<file path="src/rtl/wb_pkg.sv">
// Shared definitions for the write-back stage: datapath defaults, RV32I load
// funct3 codes and the FSM state encoding.
package wb_pkg;

  localparam int unsigned XLEN_DEF   = 32;
  localparam int unsigned REG_AW_DEF = 5;

  // RV32I load funct3 codes
  localparam logic [2:0] F3_LB  = 3'b000;
  localparam logic [2:0] F3_LH  = 3'b001;
  localparam logic [2:0] F3_LW  = 3'b010;
  localparam logic [2:0] F3_LBU = 3'b100;
  localparam logic [2:0] F3_LHU = 3'b101;

  typedef enum logic {
    IDLE      = 1'b0,
    WAIT_LOAD = 1'b1
  } wb_state_e;

endpackage

</file>
<file path="src/rtl/wb_stage_load_align.sv">
// load_align: combinational little-endian load extraction.
// Ports:
//   rdata   - aligned word returned by data memory
//   funct3  - load width/sign code
//   addr_lo - byte offset of the load within the word
//   data    - extracted, sign/zero-extended result
//   legal   - 0 for misaligned halfword/word or unknown funct3
module load_align
  import wb_pkg::*;
#(
  parameter int unsigned XLEN = XLEN_DEF
) (
  input  logic [XLEN-1:0] rdata,
  input  logic [2:0]      funct3,
  input  logic [1:0]      addr_lo,
  output logic [XLEN-1:0] data,
  output logic            legal
);

  logic [7:0]  byte_v;
  logic [15:0] half_v;

  // Lane select: byte by full offset, halfword by offset bit 1
  always_comb begin
    byte_v = 8'(rdata >> {addr_lo, 3'b000});
    half_v = 16'(rdata >> {addr_lo[1], 4'b0000});
  end

  always_comb begin
    data  = rdata;
    legal = 1'b0;
    case (funct3)
      F3_LB: begin
        data  = {{(XLEN-8){byte_v[7]}}, byte_v};
        legal = 1'b1;
      end
      F3_LBU: begin
        data  = {{(XLEN-8){1'b0}}, byte_v};
        legal = 1'b1;
      end
      F3_LH: begin
        data  = {{(XLEN-16){half_v[15]}}, half_v};
        legal = ~addr_lo[0];
      end
      F3_LHU: begin
        data  = {{(XLEN-16){1'b0}}, half_v};
        legal = ~addr_lo[0];
      end
      F3_LW: begin
        data  = rdata;
        legal = (addr_lo == 2'b00);
      end
      default: begin
        data  = rdata;
        legal = 1'b0;
      end
    endcase
  end

endmodule

</file>
<file path="src/rtl/wb_stage.sv">
// wb_stage: write-back stage of the in-order RV32I core. Retires instructions
// from MEM, waits for the data-memory response on loads, aligns load data and
// issues a single-cycle registered write to the register file.
// Ports:
//   clk, rst           - core clock, asynchronous active-high reset
//   in_valid/in_ready  - MEM-stage handshake (in_ready high only in IDLE)
//   in_rd, in_rd_we    - destination register and its write enable
//   in_is_load, in_funct3, in_addr_lo - load descriptor
//   in_result          - ALU/link result for non-loads
//   dmem_rvalid/rdata  - data-memory read response
//   write_reg, target_reg, write_rd_data - register-file write port
//   load_err           - one-cycle pulse for an illegal/misaligned load
//   spurious_err       - sticky: response arrived while not waiting for one
//   retire_cnt         - completed-instruction count (only with WB_RETIRE_CNT_EN)
// Configuration macro: WB_RETIRE_CNT_EN adds the retire_cnt output and counter.
module wb_stage
  import wb_pkg::*;
#(
  parameter int unsigned XLEN   = XLEN_DEF,
  parameter int unsigned REG_AW = REG_AW_DEF
) (
  input  logic              clk,
  input  logic              rst,
  input  logic              in_valid,
  output logic              in_ready,
  input  logic [REG_AW-1:0] in_rd,
  input  logic              in_rd_we,
  input  logic              in_is_load,
  input  logic [2:0]        in_funct3,
  input  logic [1:0]        in_addr_lo,
  input  logic [XLEN-1:0]   in_result,
  input  logic              dmem_rvalid,
  input  logic [XLEN-1:0]   dmem_rdata,
  output logic              write_reg,
  output logic [REG_AW-1:0] target_reg,
  output logic [XLEN-1:0]   write_rd_data,
  output logic              load_err,
  output logic              spurious_err
`ifdef WB_RETIRE_CNT_EN
  ,
  output logic [63:0]       retire_cnt
`endif
);

  wb_state_e         state;
  logic [REG_AW-1:0] pend_rd;
  logic              pend_we;
  logic [2:0]        pend_funct3;
  logic [1:0]        pend_addr_lo;

  logic [XLEN-1:0]   al_data;
  logic              al_legal;

  load_align #(
    .XLEN (XLEN)
  ) u_load_align (
    .rdata   (dmem_rdata),
    .funct3  (pend_funct3),
    .addr_lo (pend_addr_lo),
    .data    (al_data),
    .legal   (al_legal)
  );

  // Stage FSM with registered register-file port; in_ready mirrors state==IDLE
  always_ff @(posedge clk or posedge rst) begin
    if (rst) begin
      state         <= IDLE;
      in_ready      <= 1'b1;
      write_reg     <= 1'b0;
      target_reg    <= '0;
      write_rd_data <= '0;
      load_err      <= 1'b0;
      spurious_err  <= 1'b0;
      pend_rd       <= '0;
      pend_we       <= 1'b0;
      pend_funct3   <= 3'b000;
      pend_addr_lo  <= 2'b00;
`ifdef WB_RETIRE_CNT_EN
      retire_cnt    <= 64'd0;
`endif
    end else begin
      write_reg <= 1'b0;
      load_err  <= 1'b0;
      case (state)
        IDLE: begin
          // A response with no load outstanding carries no usable data
          if (dmem_rvalid) begin
            spurious_err <= 1'b1;
          end
          if (in_valid) begin
            if (in_is_load) begin
              pend_rd      <= in_rd;
              pend_we      <= in_rd_we;
              pend_funct3  <= in_funct3;
              pend_addr_lo <= in_addr_lo;
              state        <= WAIT_LOAD;
              in_ready     <= 1'b0;
            end else begin
              write_reg     <= in_rd_we && (in_rd != '0);
              target_reg    <= in_rd;
              write_rd_data <= in_result;
`ifdef WB_RETIRE_CNT_EN
              retire_cnt    <= retire_cnt + 64'd1;
`endif
            end
          end
        end
        WAIT_LOAD: begin
          // Illegal loads still consume the response and complete
          if (dmem_rvalid) begin
            write_reg     <= pend_we && (pend_rd != '0) && al_legal;
            load_err      <= ~al_legal;
            target_reg    <= pend_rd;
            write_rd_data <= al_data;
            state         <= IDLE;
            in_ready      <= 1'b1;
`ifdef WB_RETIRE_CNT_EN
            retire_cnt    <= retire_cnt + 64'd1;
`endif
          end
        end
        default: begin
          state    <= IDLE;
          in_ready <= 1'b1;
        end
      endcase
    end
  end

endmodule

</file>
<file path="config.mk">
export PLATFORM = sky130hd
export DESIGN_NAME = wb_stage
export DESIGN_NICKNAME = d
export VERILOG_FILES = /design/src/rtl/wb_pkg.sv /design/src/rtl/wb_stage_load_align.sv /design/src/rtl/wb_stage.sv
export SDC_FILE = /design/constraint.sdc
export NUM_CORES = 1
export LEC_CHECK = 0
export CAP_MARGIN = 0
export CELL_PAD_IN_SITES_DETAIL_PLACEMENT = 1
export CELL_PAD_IN_SITES_GLOBAL_PLACEMENT = 1
export CORE_ASPECT_RATIO = 1.4
export CORE_MARGIN = 2
export CORE_UTILIZATION = 32
export DETAILED_ROUTE_END_ITERATION = 8
export MAX_ROUTING_LAYER = met4
export PLACE_DENSITY_LB_ADDON = 0.1
export SLEW_MARGIN = 20
export SYNTH_ARGS = -nofsm -noshare
export SYNTH_HDL_FRONTEND = slang
export SYNTH_SLANG_ARGS = --single-unit
</file>
<file path="constraint.sdc">
create_clock -name clk -period 2.1 [get_ports clk]
set_clock_uncertainty 0.05 [all_clocks]
set_input_delay 0.42 -clock clk [delete_from_list [all_inputs] [get_ports clk]]
set_output_delay 0.42 -clock clk [all_outputs]
set_load 0.05 [all_outputs]
</file>
# Yosys cells after proc, flatten, opt, wreduce, memory -nomap -nowiden
# Index checks and enable logic that the tools add are counted.
[word_totals]
input_bits = 80
wordCells = 61
out_inout_bits = 41
regBits = 53
[classes]
reduce_logical = 13
bitwise_logic = 3
mux = 24
n_eq_ne = 8
shift = 2
[ops]
columns = ["operator", "count"]
rows = [
  ["$pmux 32 s4", 1],
  ["$mux 32", 3],
  ["$pmux 32 s2", 1],
  ["$shr 32x5->16", 1],
  ["$shr 32x5->8", 1],
  ["$mux 5", 3],
  ["$mux 1", 11],
  ["$pmux 5 s2", 1],
  ["$reduce_bool 5->1", 2],
  ["$reduce_and 3->1", 3],
  ["$ne 2x2->1 const B", 4],
  ["$eq 3x3->1 const B", 2],
  ["$pmux 1 s2", 3],
  ["$reduce_or 2->1", 2],
  ["$eq 3x1->1 const B", 1],
  ["$eq 3x2->1 const B", 1],
  ["$logic_and 1x1->1", 3],
  ["$logic_not 3->1", 1],
  ["$not 1->1", 3],
  ["$pmux 1 s3", 1],
  ["$logic_not 2->1", 1],
  ["$reduce_and 2->1", 1],
]

# Logic depth before layout (Yosys ltp)
# Gate-level depths: netlist of the first run.
[logic_depth]
word_depth = 6
ltp_mapped = 6
mapped_depth_nobuf = 4

# Hierarchy
# Synthesis of the first run repeated with hierarchy kept, for this count alone.
[unflattened]
cells_unflattened = 277
area_unflattened_um2 = 3200.6
[by_module_without_submodules]
columns = ["mod", "seq_area_each_um2", "n_inst", "cells_per_inst", "area_each_um2"]
rows = [
  ["wb_stage", 1327.5, 1, 166, 2481.1],
  ["load_align", 0.0, 1, 111, 719.4],
]

# Worst setup path before layout of the first run
# OpenSTA, ideal clock, no wires.
[synth_timing]
path_type = "flip-flop to flip-flop"
start = "register pend_addr_lo[1]"
end = "register write_rd_data[25]"
setup_time_ps = 123
path_slack_ps = 375
path_stages_with_launch = 6
path_buffers = 1
period_less_slack_ps = 1725
arrival_ps = 1551
required_time_ps = 1927
path_cell_list = "dfrtp_1 > mux4_2 > nor2b_4 > o31ai_4 > buf_6 > a21oi_1"
[synth_between]
elab_chain_len = 4
word_cells_on_any_way = 5
cone_classes = "2 x shift; 3 x mux"
[synth_lines]
columns = ["element", "line", "rtl"]
rows = [
  ["start: declaration", "wb_stage.sv:49", "logic [1:0] pend_addr_lo;"],
  ["start signal: assignment", "wb_stage.sv:95", "pend_addr_lo <= in_addr_lo;"],
  ["$shr 32x5->16 or $shr 32x5->8 (tied branches)", "wb_stage_load_align.sv:26, wb_stage_load_align.sv:25", ""],
  ["$pmux 32 s4 *", "wb_stage_load_align.sv:32", "case (funct3)"],
  ["$mux 32 *", "wb_stage.sv:110", "if (dmem_rvalid) begin"],
  ["$pmux 32 s2 *", "wb_stage.sv:84", "case (state)"],
  ["end signal: assignment", "wb_stage.sv:101", "write_rd_data <= in_result;"],
  ["end signal: assignment", "wb_stage.sv:114", "write_rd_data <= al_data;"],
  ["end: declaration", "wb_stage.sv:36", "output logic [XLEN-1:0] write_rd_data,"],
]
# Mark *: on every way between the ends. The rest lies on a longest branch, timed or not. The select of a mux whose other input is x is not followed.
# A chain may end at the register's enable or synchronous reset.

# Worst setup path after layout of the first run
[layout_timing]
start = "input dmem_rdata[23]"
end = "register write_rd_data[15]"
[layout_between]
elab_chain_len = 4
[layout_lines]
columns = ["element", "line", "rtl"]
rows = [
  ["start: declaration", "wb_stage.sv:33", "input logic [XLEN-1:0] dmem_rdata,"],
  ["$shr 32x5->8", "wb_stage_load_align.sv:25", "byte_v = 8'(rdata >> {addr_lo, 3'b000});"],
  ["$pmux 32 s4", "wb_stage_load_align.sv:32", ""],
  ["$mux 32", "wb_stage.sv:110", ""],
  ["$pmux 32 s2", "wb_stage.sv:84", ""],
]
# Every way passes these cells. The select of a mux whose other input is x is not followed.

==> out/metrics.yaml, run 1 <==
run_status: "complete, no violations"
synth.avg_cell_area_sq_um: 8.955
synth_edf_count: 0
route.detailed.drc: 0
wl_per_cell_um: 19.30
num_antenna_cells: 0
clock_path_buffers: 2
yosysUniqueCellTypes: 43
worst_setup_path_end_kind: "flop"
initial_core_util_pct: 32.75
syn2layout_area_growth_pct: 53.74
post-route-period-util_pct: 94.04
die_x_um: 86.92
via_count: 3211
leakage_nw: 1.965
ys_ff_latch: 53
antenna_left: 0
drt_iter0_drc: 97
rsz0062_at_grt: "false"
path_delay_family: "multiplexers"
synth_cells: 344
vdd_drop_max_mv: 0.4235
route.met2.wl_mm: 5.908
cp.arrival_ps: 2080
path_buf_inv: 1
wl_met3_um: 563
cts_setup_buffers: 0
cts_tree: "done"
timing.slew.headroom_pct: 63.13
port_buffers: 120
syn-num-nets: 424
worstPathCellList: "clkdlybuf4s50_1 > mux4_2 > nor3b_2 > o311ai_0 > nand3_1"
yosysMostFrequentCell: "dfrtp_1"
postRouteWirelength_mm: 11.35
yosysTopAreaCell: "dfrtp_1"
hold_buffers: 0
ctsRootBufferMaster: "clkbuf_16"
globalRouteTotalUtil_pct: 23.04
drv_cap: 0
async_reset_ff_share_pct: 100.0
cts_resized: 0
drv_slew: 0
globalRoute.totalOverflow: 0
core_area_sq_um: 9407
die_h_um: 120.1
grt_pass1_vias: 3460
grt_pass1_wl_mm: 18.27
cpPeakStageDelay_ps: 490
routed.top_layer: "met4"
io-pin-count: 121
synth_seq_area_share_pct: 43.10
clock_latency_ps: 290
r2r_slack_ps: 160
layout.nets: 557
clkTransAtPathRegs_ps: 70
htreeDepth: 2
grt_max_degree: 54
synthTopCellsByCount: "52 x dfrtp_1, 45 x nand2_1, 45 x o21ai_0"
drive_gt1_share_pct: 14.64
layout_min_cycle_time_ps: 1975
start_kind: "primary input"
cp_max_fo: 6
min_path_type: "primary input to async pin"
crit_required_ps: 2200
dieArea_sq_um: 10440
synth_ff_type: "dfrtp_1"
synth.top_cell.area_share_pct: 42.24
grt_antenna_before_repair: 0
gp_congestion: 0.8334
largest_reg_flops: 32
rows: 42
synthesis.area_sq_um: 3080
ys.warnings.count: 0
fill_cells: 1088
hpwlAfterDp_mm: 8.700
setup_tns_ps: 0
via_per_inst: 5.461
hold_ws_ps: 437.1
p_per_area_nw_per_um2: 1027
met1_length_mm: 4.660
setup_violations: 0
worstSetupPathType: "primary input to flop"
clock-sinks: 53
fmax_mhz: 506.4
tightest_slew_ps: 553.1
cts-buffers-inserted: 5
crit_slowest_cell: "mux4_2"
hold_violations: 0
dr.pass1.iters: 4
synth_area_leaders: "dfrtp_1 42%, o21ai_0 7.3%, mux2_2 5.5%, nand2_1 5.5%, a21oi_1 3.9%"
-- tightest hold or removal path, stage by stage --
cell	delay, ps
clkdlybuf4s50_1	410
inv_2	70
buf_12	270
-- cells by family (layout without fill, tap and decap cells) --
| kind of cell | Yosys count | after routing | share of synthesized area, % |
|---|---|---|---|
| DFF | 53 | 53 | 43.10 |
| AOI/OAI and AO/OA | 108 | 108 | 22.10 |
| muxes | 29 | 29 | 10.84 |
| and+or+nand+nor | 116 | 116 | 18.77 |
| buffers and inverters | 38 | 172 | 5.199 |
-- cells in the final DEF, fill, tap and decap left out, types with 5 or more instances in the layout --
cell type / count
clkdlybuf4s50_1: 115
dfrtp_1: 52
nand2_1: 45
o21ai_0: 45
buf_4: 35
a21oi_1: 24
or3_1: 15
mux2_2: 15
nand3_1: 13
mux2i_1: 12
nor2_1: 11
inv_1: 10
nand2b_1: 8
nor3_1: 7
o221ai_1: 7
nor2b_1: 6
clkbuf_16: 5
-- through the flow --
stage	util, %	cells	setup WS [ps]	power, W	instance area (sq um)
after floorplan	-	344	345.4	0.003024	3080
after detailed placement	48.67	580	-147.4	0.004001	4578
after global placement	48.67	580	-128.7	0.003953	4578
after global routing	50.35	588	30.21	0.005120	4736
after CTS	50.35	588	122.5	0.004899	4736
final	50.35	588	125.2	0.004862	4736
-- final cells by class --
class | count | area (sq um) | area share (%)
clock buffers | 7 | 152.6 | 3.223
clock inverters | 1 | 5.005 | 0.1057
inverters | 11 | 41.29 | 0.8719
multi-input cells | 253 | 1598 | 33.74
flip-flops and latches | 53 | 1328 | 28.03
well taps | 110 | 137.6 | 2.906
repair buffers | 153 | 1474 | 31.12
-- worst paths after layout --
kind	cells past startpoint	to	from
max	5	write_rd_data[15]$_DFFE_PP0P_	dmem_rdata[23]
min	3	write_rd_data[6]$_DFFE_PP0P_	rst
max reg2reg	4	write_rd_data[0]$_DFFE_PP0P_	pend_funct3[1]$_DFFE_PP0P_
min reg2reg	2	target_reg[4]$_DFFE_PP0P_	target_reg[4]$_DFFE_PP0P_
max in group asynchronous	3	in_ready$_DFFE_PP1P_	rst
min in group clk	2	target_reg[4]$_DFFE_PP0P_	target_reg[4]$_DFFE_PP0P_
-- where the power goes --
group / internal [W] / switching, W
Combinational: 0.000968 / 0.00150
Clock: 0.000506 / 0.000383
Sequential: 0.00129 / 0.000209
Total: 0.00277 / 0.00209
-- routing by layer --
metal	vias up	global-route usage (%)
li1	1509	-
met1	1587	27.85
met2	99	40.08
met3	16	2.889
met4	0	6.055
met5	-	-
Power figures use the tool's default switching activity.
==> run 2, diff against run 1 <==
==> constraint.sdc (replaced) <==
create_clock -name clk -period 2.1 [get_ports clk]
set_clock_uncertainty 0.05 [all_clocks]
set_input_delay 0.315 -clock clk [delete_from_list [all_inputs] [get_ports clk]]
set_output_delay 0.315 -clock clk [all_outputs]
set_load 0.05 [all_outputs]
==> run 2 against run 1 <==
Compared with the run above:
- maximum frequency shrank 0.17%
- largest cell class unchanged
- first-iteration DRC count grew 21%
- critical path type is now flop to primary output
- largest power group unchanged
- critical path depth shrank 4
- hold slack lost 110 ps
- critical endpoint is now in_ready
==> out/metrics.yaml, run 2 (synthesis gave the netlist of run 1 again) <==
fill_cells: 1069  # -1.7%
busiest_layer: "met2"
path_delay_family: "buffers and inverters"
clkTransAtPathRegs_ps: 70  # about the same
worst_setup_path_end_kind: "primary output"
htreeDepth: 2  # unchanged
cts_tree: "done"
grt_antenna_before_repair: 0  # unchanged
run_status: "complete, no violations"
clock_path_buffers: 2  # unchanged
leakage_nw: 1.917  # -2.4%
syn2layout_area_growth_pct: 51.67
grt_pass1_vias: 3504  # +1.3%
via_count: 3209  # -0.062%
drv_cap: 0  # unchanged
cpPeakStageDelay_ps: 790  # +300 ps
cp_num_cells: 1  # -4
initial_core_util_pct: 32.75  # unchanged
worstPathCellList: "clkdlybuf4s50_1"
globalRouteTotalUtil_pct: 22.52  # -0.52 points
cts-buffers-inserted: 5  # unchanged
globalRouteMet1Util_pct: 28.72  # +0.87 points
setup_violations: 0  # unchanged
hold_violations: 0  # unchanged
via_per_inst: 5.514  # +0.97%
timing.slew.headroom_pct: 59.35  # -3.8 points
drive_gt1_share_pct: 12.29  # -2.4 points
dr.pass1.iters: 4  # unchanged
final_common_cell: "clkdlybuf4s50_1"
post-route-period-util_pct: 94.20  # +0.16 points
layout_common_cells: "120 x clkdlybuf4s50_1, 52 x dfrtp_1, 45 x nand2_1, 45 x o21ai_0, 25 x buf_4"
cts_setup_buffers: 0  # unchanged
wl_per_cell_um: 18.97  # -1.7%
route.detailed.drc: 0  # unchanged
r2r_slack_ps: 230  # +70 ps
drv_slew: 0  # unchanged
hpwlAfterDp_mm: 8.568  # -1.5%
grt.met3_usage_pct: 2.407  # -0.48 points
crit_slowest_cell: "clkdlybuf4s50_1"
crit_required_ps: 1740  # -460 ps
cp-endpoint: "in_ready"
r2r-end: "write_rd_data[28]$_DFFE_PP0P_"
setup_tns_ps: 0  # unchanged
gp_congestion: 0.8307  # -0.32%
tightest_slew_ps: 608.1  # +55.01 ps
antenna_left: 0  # unchanged
rows: 42  # unchanged
globalRoute.totalOverflow: 0  # unchanged
die_x_um: 86.92  # unchanged
p_per_area_nw_per_um2: 1018  # -0.82%
ctsRootBufferMaster: "clkbuf_16"
io-pin-count: 121  # unchanged
port_buffers: 120  # unchanged
clock-sinks: 53  # unchanged
r2r-start: "state$_DFF_PP0_"
die_h_um: 120.1  # unchanged
layout.nets: 551  # -1.1%
grt_max_degree: 54  # unchanged
clock_latency_ps: 290  # about the same
cp-startpoint: "in_ready$_DFFE_PP1P_"
vdd_drop_max_mv: 0.3692  # -13%
cts_resized: 0  # unchanged
cp.arrival_ps: 1610  # -470 ps
dieArea_sq_um: 10440  # unchanged
worstSetupPathType: "flop to primary output"
rsz0062_at_grt: "false"
postRouteWirelength_mm: 11.04  # -2.7%
layout_min_cycle_time_ps: 1978  # +3.398 ps
fmax_mhz: 505.5  # -0.17%
core_area_sq_um: 9407  # unchanged
num_antenna_cells: 0  # unchanged
hold_buffers: 0  # unchanged
cp_max_fo: 2  # -4
path_buf_inv: 1  # unchanged
reg2reg_depth: 4  # unchanged
grt_util_met2_pct: 37.31  # -2.8 points
grt_pass1_wl_mm: 17.88  # -2.1%
min_path_type: "primary input to async pin"
start_kind: "flop"
power.total_w: 0.004757  # -2.2%
largest_reg_flops: 32  # unchanged
drt_iter0_drc: 117  # +21%
==> run 2: metrics by stage <==
stage | utilization [%] | instances | instance area, sq um | hold slack, ps | setup WS, ps
after CTS | 49.67 | 582 | 4672 | 366.9 | 105.5
after global placement | 48.19 | 574 | 4533 | 400.2 | -22.21
after global routing | 49.67 | 582 | 4672 | 396.2 | 85.73
after detailed placement | 48.19 | 574 | 4533 | 409.7 | -51.81
final | 49.67 | 582 | 4672 | 326.8 | 121.8
after floorplan | - | 344 | 3080 | 394.9 | 375.2
==> run 2: layout make-up <==
cell class	count	area (sq um)	share of cell area [%]
Clock buffer	6	128.9	2.758
Clock inverter	2	10.01	0.2142
Inverter	11	41.29	0.8838
Multi-Input combinational cell	253	1598	34.20
Sequential cell	53	1328	28.41
Tap cell	110	137.6	2.946
Timing Repair Buffer	147	1429	30.58
==> run 2: how the worst min path moves through the flow <==
stage                        startpoint                            end  slack [ps]
2_1_floorplan             in_result[15]  write_rd_data[15]$_DFFE_PP0P_         390
3_3_place_gp   spurious_err$_DFFE_PP0P_       spurious_err$_DFFE_PP0P_         400
3_5_place_dp   spurious_err$_DFFE_PP0P_       spurious_err$_DFFE_PP0P_         410
4_1_cts                             rst   write_rd_data[6]$_DFFE_PP0P_         370
5_1_grt                             rst   write_rd_data[6]$_DFFE_PP0P_         400
6_report                            rst   write_rd_data[6]$_DFFE_PP0P_         330
==> run 2: power breakdown <==
part	total (W)	switching, W	internal [W]
combinational	0.00246	0.00150	0.000960
sequential	0.00150	0.000202	0.00130
clock	0.000804	0.000364	0.000439
total	0.00476	0.00206	0.00270
==> run 2: layer usage <==
metal  vias to the layer above  wire length, um  part of all wire, %
met1                      1570             4581                   42
met2                       117             5696                   52
met5                         -                0                    0
met3                        19              494                  4.5
met4                         0              265                  2.4
li1                       1503                -                    -
